File: config.mk
export PLATFORM = sky130hd
export DESIGN_NAME = imem_loader_flat
export DESIGN_NICKNAME = d
export VERILOG_FILES = /design/src/rtl/imem_loader_pkg.sv /design/src/rtl/imem_loader_if.sv /design/src/rtl/imem_word_packer.sv /design/src/rtl/imem_loader.sv /design/src/flat_wrapper.sv
export SDC_FILE = /design/constraint.sdc
export NUM_CORES = 1
export LEC_CHECK = 0
export ABC_AREA = 1
export BUFFER_PORTS_ARGS = -buffer_cell sky130_fd_sc_hd__buf_2
export CAP_MARGIN = 25
export CORE_MARGIN = 1
export CORE_UTILIZATION = 30
export DETAILED_ROUTE_END_ITERATION = 6
export GPL_TIMING_DRIVEN = 0
export SLEW_MARGIN = 5
export SYNTH_ARGS = -nofsm -noshare
export SYNTH_HDL_FRONTEND = slang
export SYNTH_SLANG_ARGS = --single-unit
File: constraint.sdc
create_clock -name clk -period 6 [get_ports clk]
set_input_delay 1.5 -clock clk [delete_from_list [all_inputs] [get_ports clk]]
set_output_delay 1.5 -clock clk [all_outputs]
set_load 0.05 [all_outputs]
File: src/rtl/imem_loader_pkg.sv
// Shared types for the instruction-memory loader.
//   loader_state_t : loader FSM states
//   CNT_W          : width of the image word-count header field
package imem_loader_pkg;

  localparam int unsigned CNT_W = 16;

  typedef enum logic [2:0] {
    HDR_LO,
    HDR_HI,
    DATA,
    CSUM,
    DONE,
    ERR
  } loader_state_t;

endpackage

File: src/rtl/imem_loader_if.sv
// Byte-stream input, instruction-memory write port and status of the loader.
//   in_valid/in_data/in_ready : byte stream handshake
//   start                     : re-arm pulse (honoured in DONE/ERR only)
//   im_we/im_addr/im_wdata    : instruction-memory write port
//   cpu_rst/done/err          : processor reset and load status
// slave = loader side, master = byte source / memory / control side.
interface imem_loader_if #(
  parameter int unsigned ADDR_W = 8
);
  logic              in_valid;
  logic [7:0]        in_data;
  logic              in_ready;
  logic              start;
  logic              im_we;
  logic [ADDR_W-1:0] im_addr;
  logic [31:0]       im_wdata;
  logic              cpu_rst;
  logic              done;
  logic              err;

  modport master (
    output in_valid, in_data, start,
    input  in_ready, im_we, im_addr, im_wdata, cpu_rst, done, err
  );

  modport slave (
    input  in_valid, in_data, start,
    output in_ready, im_we, im_addr, im_wdata, cpu_rst, done, err
  );
endinterface

File: src/rtl/imem_word_packer.sv
// Little-endian byte-to-word assembler with running XOR checksum.
//   clk, rst      : clock, async active-high reset
//   clr_i         : synchronous clear of index, assembly register and XOR
//   byte_valid_i  : a data byte transfers this cycle
//   byte_i        : the data byte
//   word_valid_o  : this byte completes a word (combinational pulse)
//   word_o        : the completed word, valid with word_valid_o
//   xor_o         : XOR of all data bytes accepted since the last clear
module imem_word_packer (
  input  logic        clk,
  input  logic        rst,
  input  logic        clr_i,
  input  logic        byte_valid_i,
  input  logic [7:0]  byte_i,
  output logic        word_valid_o,
  output logic [31:0] word_o,
  output logic [7:0]  xor_o
);

  logic [31:0] asm_q, asm_d;
  logic [1:0]  idx_q, idx_d;
  logic [7:0]  xor_q, xor_d;

  always_comb begin
    asm_d = asm_q;
    idx_d = idx_q;
    xor_d = xor_q;
    if (clr_i) begin
      asm_d = '0;
      idx_d = '0;
      xor_d = '0;
    end else if (byte_valid_i) begin
      // Shift right so the first byte of a word ends up in bits [7:0].
      asm_d = {byte_i, asm_q[31:8]};
      idx_d = idx_q + 2'd1;
      xor_d = xor_q ^ byte_i;
    end
  end

  always_ff @(posedge clk or posedge rst) begin
    if (rst) begin
      asm_q <= '0;
      idx_q <= '0;
      xor_q <= '0;
    end else begin
      asm_q <= asm_d;
      idx_q <= idx_d;
      xor_q <= xor_d;
    end
  end

  assign word_valid_o = byte_valid_i && !clr_i && (idx_q == 2'd3);
  assign word_o       = {byte_i, asm_q[31:8]};
  assign xor_o        = xor_q;

endmodule

File: src/rtl/imem_loader.sv
// Loads a program image from a byte stream into instruction memory and holds
// the processor in reset until the image is written and its checksum matches.
// Stream: count_lo, count_hi, 4*count data bytes (LE words), XOR checksum.
//   clk, rst : clock, async active-high reset
//   bus      : imem_loader_if slave (stream, memory write port, status)
module imem_loader
  import imem_loader_pkg::*;
#(
  parameter int unsigned ADDR_W    = 8,
  parameter int unsigned BASE_ADDR = 0
) (
  input  logic          clk,
  input  logic          rst,
  imem_loader_if.slave  bus
);

  // Number of words that fit between BASE_ADDR and the top of memory.
  localparam logic [31:0] ROOM = 32'((64'd1 << ADDR_W) - 64'(BASE_ADDR));

  loader_state_t     state_q, state_d;
  logic [CNT_W-1:0]  count_q, count_d;
  logic [CNT_W-1:0]  widx_q, widx_d;
  logic [CNT_W-1:0]  hdr_count;
  logic              im_we_q;
  logic [ADDR_W-1:0] im_addr_q;
  logic [31:0]       im_wdata_q;
  logic              cpu_rst_q, cpu_rst_d;
  logic              xfer, rearm;
  logic              word_valid;
  logic [31:0]       word;
  logic [7:0]        xor_sum;

  assign bus.in_ready = (state_q != DONE) && (state_q != ERR);
  assign xfer         = bus.in_valid && bus.in_ready;
  assign rearm        = bus.start && ((state_q == DONE) || (state_q == ERR));
  assign hdr_count    = {bus.in_data, count_q[7:0]};

  imem_word_packer u_packer (
    .clk          (clk),
    .rst          (rst),
    .clr_i        (rearm),
    .byte_valid_i (xfer && (state_q == DATA)),
    .byte_i       (bus.in_data),
    .word_valid_o (word_valid),
    .word_o       (word),
    .xor_o        (xor_sum)
  );

  always_comb begin
    state_d = state_q;
    count_d = count_q;
    widx_d  = widx_q;
    unique case (state_q)
      HDR_LO: if (xfer) begin
        count_d = {count_q[15:8], bus.in_data};
        state_d = HDR_HI;
      end
      HDR_HI: if (xfer) begin
        count_d = hdr_count;
        if (32'(hdr_count) > ROOM)  state_d = ERR;
        else if (hdr_count == '0)   state_d = CSUM;
        else                        state_d = DATA;
      end
      DATA: if (word_valid) begin
        widx_d = widx_q + 16'd1;
        if (widx_d == count_q) state_d = CSUM;
      end
      CSUM: if (xfer) begin
        state_d = (bus.in_data == xor_sum) ? DONE : ERR;
      end
      DONE, ERR: if (rearm) begin
        state_d = HDR_LO;
        count_d = '0;
        widx_d  = '0;
      end
      default: state_d = HDR_LO;
    endcase
    // Low only while DONE persists, so it falls one cycle after entering DONE
    // and rises together with the return to HDR_LO on a re-arm.
    cpu_rst_d = (state_q != DONE) || (state_d != DONE);
  end

  always_ff @(posedge clk or posedge rst) begin
    if (rst) begin
      state_q    <= HDR_LO;
      count_q    <= '0;
      widx_q     <= '0;
      im_we_q    <= 1'b0;
      im_addr_q  <= ADDR_W'(BASE_ADDR);
      im_wdata_q <= '0;
      cpu_rst_q  <= 1'b1;
    end else begin
      state_q   <= state_d;
      count_q   <= count_d;
      widx_q    <= widx_d;
      im_we_q   <= word_valid;
      cpu_rst_q <= cpu_rst_d;
      if (word_valid) begin
        im_addr_q  <= ADDR_W'(32'(BASE_ADDR) + 32'(widx_q));
        im_wdata_q <= word;
      end
    end
  end

  assign bus.im_we    = im_we_q;
  assign bus.im_addr  = im_addr_q;
  assign bus.im_wdata = im_wdata_q;
  assign bus.cpu_rst  = cpu_rst_q;
  assign bus.done     = (state_q == DONE);
  assign bus.err      = (state_q == ERR);

endmodule

File: src/flat_wrapper.sv
// flat-port wrapper written by rule: the top's interface ports become plain ports
module imem_loader_flat import imem_loader_pkg::*;
#(
  parameter int unsigned ADDR_W    = 8,
  parameter int unsigned BASE_ADDR = 0
)
  (clk, rst, bus_in_valid, bus_in_data, bus_start, bus_in_ready, bus_im_we, bus_im_addr, bus_im_wdata, bus_cpu_rst, bus_done, bus_err);
  imem_loader_if #(.ADDR_W(ADDR_W)) bus_i ();
  input  logic clk;
  input  logic rst;
  input wire logic [$bits(bus_i.in_valid)-1:0] bus_in_valid;
  input wire logic [$bits(bus_i.in_data)-1:0] bus_in_data;
  input wire logic [$bits(bus_i.start)-1:0] bus_start;
  output wire logic [$bits(bus_i.in_ready)-1:0] bus_in_ready;
  output wire logic [$bits(bus_i.im_we)-1:0] bus_im_we;
  output wire logic [$bits(bus_i.im_addr)-1:0] bus_im_addr;
  output wire logic [$bits(bus_i.im_wdata)-1:0] bus_im_wdata;
  output wire logic [$bits(bus_i.cpu_rst)-1:0] bus_cpu_rst;
  output wire logic [$bits(bus_i.done)-1:0] bus_done;
  output wire logic [$bits(bus_i.err)-1:0] bus_err;
  assign bus_i.in_valid = bus_in_valid;
  assign bus_i.in_data = bus_in_data;
  assign bus_i.start = bus_start;
  assign bus_in_ready = bus_i.in_ready;
  assign bus_im_we = bus_i.im_we;
  assign bus_im_addr = bus_i.im_addr;
  assign bus_im_wdata = bus_i.im_wdata;
  assign bus_cpu_rst = bus_i.cpu_rst;
  assign bus_done = bus_i.done;
  assign bus_err = bus_i.err;
  imem_loader #(.ADDR_W(ADDR_W), .BASE_ADDR(BASE_ADDR)) u_core (.clk(clk), .rst(rst), .bus(bus_i));
endmodule
* Word level (Yosys, flattened, before mapping) *
Index checks and enable logic that the tools add are counted.

cells by class
  bitwise logic cells = 3
  order comparisons = 1
  reduce and logical (&&, ||, !) cells = 19
  equality and inequality tests = 15
  add/sub/neg operators = 2
  muxes and demuxes = 22

operators by type and width
  operator                                               number
  2-to-1 mux 32 bit                                      2
  2-to-1 mux 16 bit                                      3
  case mux 16 bit (3 select lines)                       1
  case mux 16 bit (2 select lines)                       1
  2-to-1 mux 8 bit                                       3
  2-to-1 mux 3 bit                                       7
  adder 16 x 1 -> 16 bit, second input constant          1
  equality test 16 bit                                   1
  > comparator 16 x 9 -> 1 bit, second input constant    1
  zero test 16 bit                                       1
  case mux 3 bit (5 select lines)                        1
  inequality test 3 bit, second input constant           3
  equality test 8 bit                                    1
  AND reduction 4 bit                                    2
  nonzero test 2 bit                                     4
  XOR 8 bit                                              1
  equality test 3 x 2 -> 1 bit, second input constant    2
  equality test 3 bit, second input constant             2
  logical AND 1 bit                                      6
  inequality test 2 x 1 -> 1 bit, second input constant  3
  2-to-1 mux 2 bit                                       2
  equality test 3 x 1 -> 1 bit, second input constant    1
  zero test 3 bit                                        1
  AND reduction 3 bit                                    1
  other kinds (8)                                        11

storage, ports and cells
  bits of input ports = 12
  output and inout bits = 45
  flip-flop bits (word level) = 119
  logic and storage cells = 73

* Longest topological paths before layout *
  depth in word-level cells = 10
  gate-level depth with buffers = 13
  gate-level depth less buffers = 12

* Cells and area by module *
A second synthesis with hierarchy kept.

second synthesis, totals
  cell total of the unflattened synthesis = 604
  area, all modules = 5347.6 sq um

modules (own cells, without submodules)
  module            instances  area each (sq um)  sequential area each (sq um)  cells an instance
  imem_loader       1          3883.7             1928.1                        445
  imem_word_packer  1          1463.9             850.8                         159

* Worst setup path after synthesis *
Ideal clock, no wire load.

  path kind = reg-to-output
  from = reg u_core.state_q[1]
  to = out bus_err
  slack = 3230 ps
  stages on the path, launching flop included = 4
  data required time = 4500 ps
  arrival time = 1270 ps
  cells stage by stage = dfrtp_1 > inv_1 > nand2_1 > nor2_1

on the way
  cells in the longest elaborated chain, start to end = 1

RTL lines
  item                      line                source
  start: declaration        imem_loader.sv:20   loader_state_t state_q, state_d;
  start signal: assignment  imem_loader.sv:93   state_q <= state_d;
  equality test 3 bit       imem_loader.sv:110  assign bus.err = (state_q == ERR);
  end: declaration          flat_wrapper.sv:20  output wire logic [$bits(bus_i.err)-1:0] bus_err;

Every way passes these cells.

* Worst setup path after layout *
Same ends and word-level chain as after synthesis.

==> Flow_metrics.wiki <==
{| class="wikitable"
! Metric !! Value
|-
| Biggest area contributors in the synthesized netlist || sky130_fd_sc_hd__dfrtp_1 54%, sky130_fd_sc_hd__nand2_1 9.4%, sky130_fd_sc_hd__o21ai_0 6.4%, sky130_fd_sc_hd__nand3_1 6.3%, sky130_fd_sc_hd__inv_1 5.9%
|-
| Global-route wire length before repair || 21.6 mm
|-
| Post-placement cell area || 5710 sq um
|-
| Max-cap violations || 0
|-
| Library cell with the highest instance count after synthesis || sky130_fd_sc_hd__nand2_1
|-
| Sequential cell area fraction in the yosys report || 0.543
|-
| Async SR Flop Fraction || 1.00
|-
| Initial Utilization || 0.308
|-
| Hold crit path type || reg2reg
|-
| Buffers plus inverters on the worst setup path || 2
|-
| Cell-by-cell listing of the critical path || inv_1 > nand2_1 > nor2_1 > buf_2
|-
| # rows || 47
|-
| Avg Cell Area, Syn || 8.68 sq um
|-
| Crit share post-route || 0.488
|-
| Worst r2r path cells || 12
|-
| Static leakage power || 2.93 nW
|-
| Largest area contributor in the netlist || sky130_fd_sc_hd__dfrtp_1
|-
| Crit path required time || 4.50 ns
|-
| Final total negative setup slack || 0 ns
|-
| Worst setup margin || 3.07 ns
|-
| Net count reported at finish || 672
|-
| Hold buffers post-CTS || 0
|-
| Flip-flop and latch count after synthesis || ~110
|-
| Die Outline Area || 17600 sq um
|-
| Total detailed-routing wirelength || 13.2 mm
|-
| Via-per-instance ratio || ~4.7
|-
| Achievable Freq || 341 MHz
|-
| H-tree levels || 3
|-
| Buffer depth of the longest clock path || 2
|-
| List of most frequent post-synthesis cells || 128 x sky130_fd_sc_hd__nand2_1, 110 x sky130_fd_sc_hd__dfrtp_1, 80 x sky130_fd_sc_hd__inv_1
|-
| Endpoints failing setup || 0
|-
| Worst clock skew || 0.00584 ns
|-
| Dpl hpwl || around 9.3 mm
|-
| Synthesized Nets || around 600
|-
| Largest driver fanout on the critical path || 4
|-
| Routed len/inst || ~15 microns
|-
| Area of all placed cells without fillers || roughly 6000 sq um
|-
| Cell count after placement || 867
|-
| Global-route usage over all layers || 0.159
|-
| Library cell contributing the largest single delay on the critical path || sky130_fd_sc_hd__dfrtp_1
|-
| Vertical extent of the die || around 130 microns
|-
| Largest incremental delay on the critical path || 0.42 ns
|-
| Peak supply drop || 0.167 mV
|-
| Most used flip-flop cell after synthesis || sky130_fd_sc_hd__dfrtp_1
|-
| Total clock sinks || 111
|-
| Worst path depth || 4
|-
| Count of synthesis-stage warnings from yosys || 0
|-
| Synthesized cell area || approximately 5000 sq um
|-
| Cell count after synthesis || between 500 and 600
|-
| Library cells used by synthesis || 31
|-
| Starting DRC count in detailed routing || approximately 340
|-
| Die extent in x || about 130 microns
|-
| Pin count of the biggest net entering global routing || 94
|-
| Kind of start point of the critical path || flip-flop
|-
| Initial antenna violation count || 0
|-
| Ports || 57
|-
| Depth of the worst hold-timing path || 2
|-
| Number of detailed-route iterations in the first pass || 5
|-
| Ratio of cells with drive above 1 in the final layout || 0.157
|-
| Buffer cell driving the clock tree root || sky130_fd_sc_hd__clkbuf_16
|-
| Final global-route overflow total || 0
|-
| Setup fix buffers added after clock tree synthesis || 0
|-
| Endpoint type of the worst setup path || output port
|-
| Number of buffers created by CTS || 9
|-
| CP Data Arrival Time || between 1 and 1.5 ns
|-
| Routability Congestion || between 0.8 and 0.9
|-
| Relative slew slack || 0.668
|-
| Number of antenna-violating nets in the routed design || 0
|-
| Post-synth top area share || 0.538
|-
| Clock tree from TritonCTS || built
|-
| Number of flops mapped to enable cells by yosys || 0
|-
| Number of resized instances in the post-cts repair step || 0
|-
| Measured slew at the worst slew-check pin || 0.498 ns
|-
| Final Max Slew Viols || 0
|-
| # DRC || 0
|-
| Skew-Pair Late Insertion Delay || between 0.3 and 0.4 ns
|-
| Core Area || 16600 sq um
|-
| Routed via count || 4130
|-
| Final cell utilization of the core || 0.361
|-
| Worst path top cell family by delay || buffers and inverters
|-
| PwrDens || 400 nW/um^2
|-
| Number of port buffers || 56
|-
| Outcome || completed
|-
| Area overhead of the layout relative to synthesis || 17.2%
|-
| Worst setup slack before clock tree synthesis || 3.02 ns
|-
| Finished Layout Cells || just under 900
|-
| Diode insertion count for antenna repair || 0
|-
| Setup CP Type || reg2out
|-
| RSZ-0062 raised after global routing || false
|-
| Final number of hold-violating endpoints || 0
|-
| Final min period || between 2 and 3 ns
|-
| Clock transition at path regs || around 0.07 ns
|-
| Via count of the first global-routing pass || 3940
|}
[logic make-up after synthesis]
group / Yosys count / share of synthesized area
buffers and inverters: 105 / 0.0860
adders and majority gates: 2 / 0.00489
AOI/OAI and AO/OA: 109 / 0.120
and+or+nand+nor: 247 / 0.213
xor gates and xnor gates: 16 / 0.0335
DFF: 111 / 0.543
[metal layers]
metal / part of all wire / routed length [microns] / track usage
met3: 0.028 / 366 / 0.0241
met5: 0 / 0 / 0
met2: 0.46 / 6080 / 0.242
met1: 0.49 / 6480 / 0.228
met4: 0.018 / 239 / 0.0613
[final cells by class]
class	instances	area, sq um
plain buffers	22	129
clock buffers	12	256
clock inverters	4	36.3
fillers	1720	10600
inverters	83	317
multi-input cells	374	1900
flip-flops and latches	111	2780
well taps	220	275
repair buffers	57	308
[tightest hold or removal path, stage by stage, from the launching register on]
cell,delay [ns]
sky130_fd_sc_hd__dfrtp_1,0.34
sky130_fd_sc_hd__nand2_1,0.05
sky130_fd_sc_hd__o21ai_0,0.06
[power by group]
| group | internal [W] | switching [W] | total [W] |
|---|---|---|---|
| Clock | 0.000312 | 0.000294 | 0.000606 |
| Combinational | 0.000242 | 0.000543 | 0.000785 |
| Sequential | 0.000919 | 0.0000929 | 0.00101 |
[state kept, by name, summed over array words and instances, names as in the netlist]
| name | cells |
|---|---|
| u_core.u_packer.idx_q | 2 |
| u_core.bus.im_addr | 8 |
| u_core.count_q | 16 |
| u_core.bus.im_wdata | 32 |
| u_core.bus.im_we | 1 |
| u_core.u_packer.xor_o | 8 |
| u_core.state_q | 3 |
| u_core.widx_q | 16 |
| u_core.u_packer.asm_q | 24 |
| u_core.bus.cpu_rst | 1 |
[cells in the final DEF, fill, tap and decap left out, types with 2 or more instances in the layout]
| master | netlist | routed |
|---|---|---|
| sky130_fd_sc_hd__nor2_4 | 2 | 2 |
| sky130_fd_sc_hd__inv_2 | 2 | 2 |
| sky130_fd_sc_hd__a21oi_1 | 2 | 2 |
| sky130_fd_sc_hd__nand3_1 | 64 | 64 |
| sky130_fd_sc_hd__o22ai_1 | 32 | 32 |
| sky130_fd_sc_hd__clkbuf_1 | 7 | 8 |
| sky130_fd_sc_hd__inv_8 | 0 | 2 |
| sky130_fd_sc_hd__clkbuf_16 | 0 | 9 |
| sky130_fd_sc_hd__dfrtp_1 | 110 | 110 |
| sky130_fd_sc_hd__nor2_2 | 2 | 2 |
| sky130_fd_sc_hd__nor3_1 | 7 | 7 |
| sky130_fd_sc_hd__nand3_2 | 2 | 2 |
| sky130_fd_sc_hd__xor2_1 | 8 | 8 |
| sky130_fd_sc_hd__o211ai_1 | 2 | 2 |
| sky130_fd_sc_hd__inv_6 | 0 | 2 |
| sky130_fd_sc_hd__ha_1 | 2 | 2 |
| sky130_fd_sc_hd__o21ai_1 | 5 | 5 |
| sky130_fd_sc_hd__xnor2_1 | 6 | 6 |
| sky130_fd_sc_hd__nand2_1 | 128 | 128 |
| sky130_fd_sc_hd__nor2_1 | 28 | 28 |
| sky130_fd_sc_hd__nand4_1 | 10 | 10 |
| sky130_fd_sc_hd__o21ai_0 | 65 | 65 |
| sky130_fd_sc_hd__buf_2 | 10 | 66 |
| sky130_fd_sc_hd__buf_6 | 4 | 4 |
| sky130_fd_sc_hd__nand2_2 | 3 | 3 |
| sky130_fd_sc_hd__a21oi_4 | 2 | 2 |
| sky130_fd_sc_hd__inv_1 | 80 | 79 |
| sky130_fd_sc_hd__clkbuf_8 | 0 | 2 |
[metrics by stage]
stage	hold slack [ns]	total power, W
after floorplan	0.473	0.00160
after global placement	0.461	0.00179
after detailed placement	0.468	0.00181
after CTS	0.487	0.00241
after global routing	0.507	0.00255
final	0.479	0.00240
[worst paths after layout]
path | start | end | slack (ns)
worst max-delay path | u_core.state_q[1] | bus_err | 3.07
worst min-delay path | u_core.bus.im_wdata[18] | u_core.bus.im_wdata[18] | 0.48
worst max register to register | u_core.widx_q[0] | u_core.state_q[0] | 3.95
worst min register to register | u_core.bus.im_wdata[18] | u_core.bus.im_wdata[18] | 0.48
max in group asynchronous | rst | u_core.bus.cpu_rst | 4.21
min in group asynchronous | rst | u_core.bus.im_wdata[3] | 1.06
(Power assumes the default switching activity.)
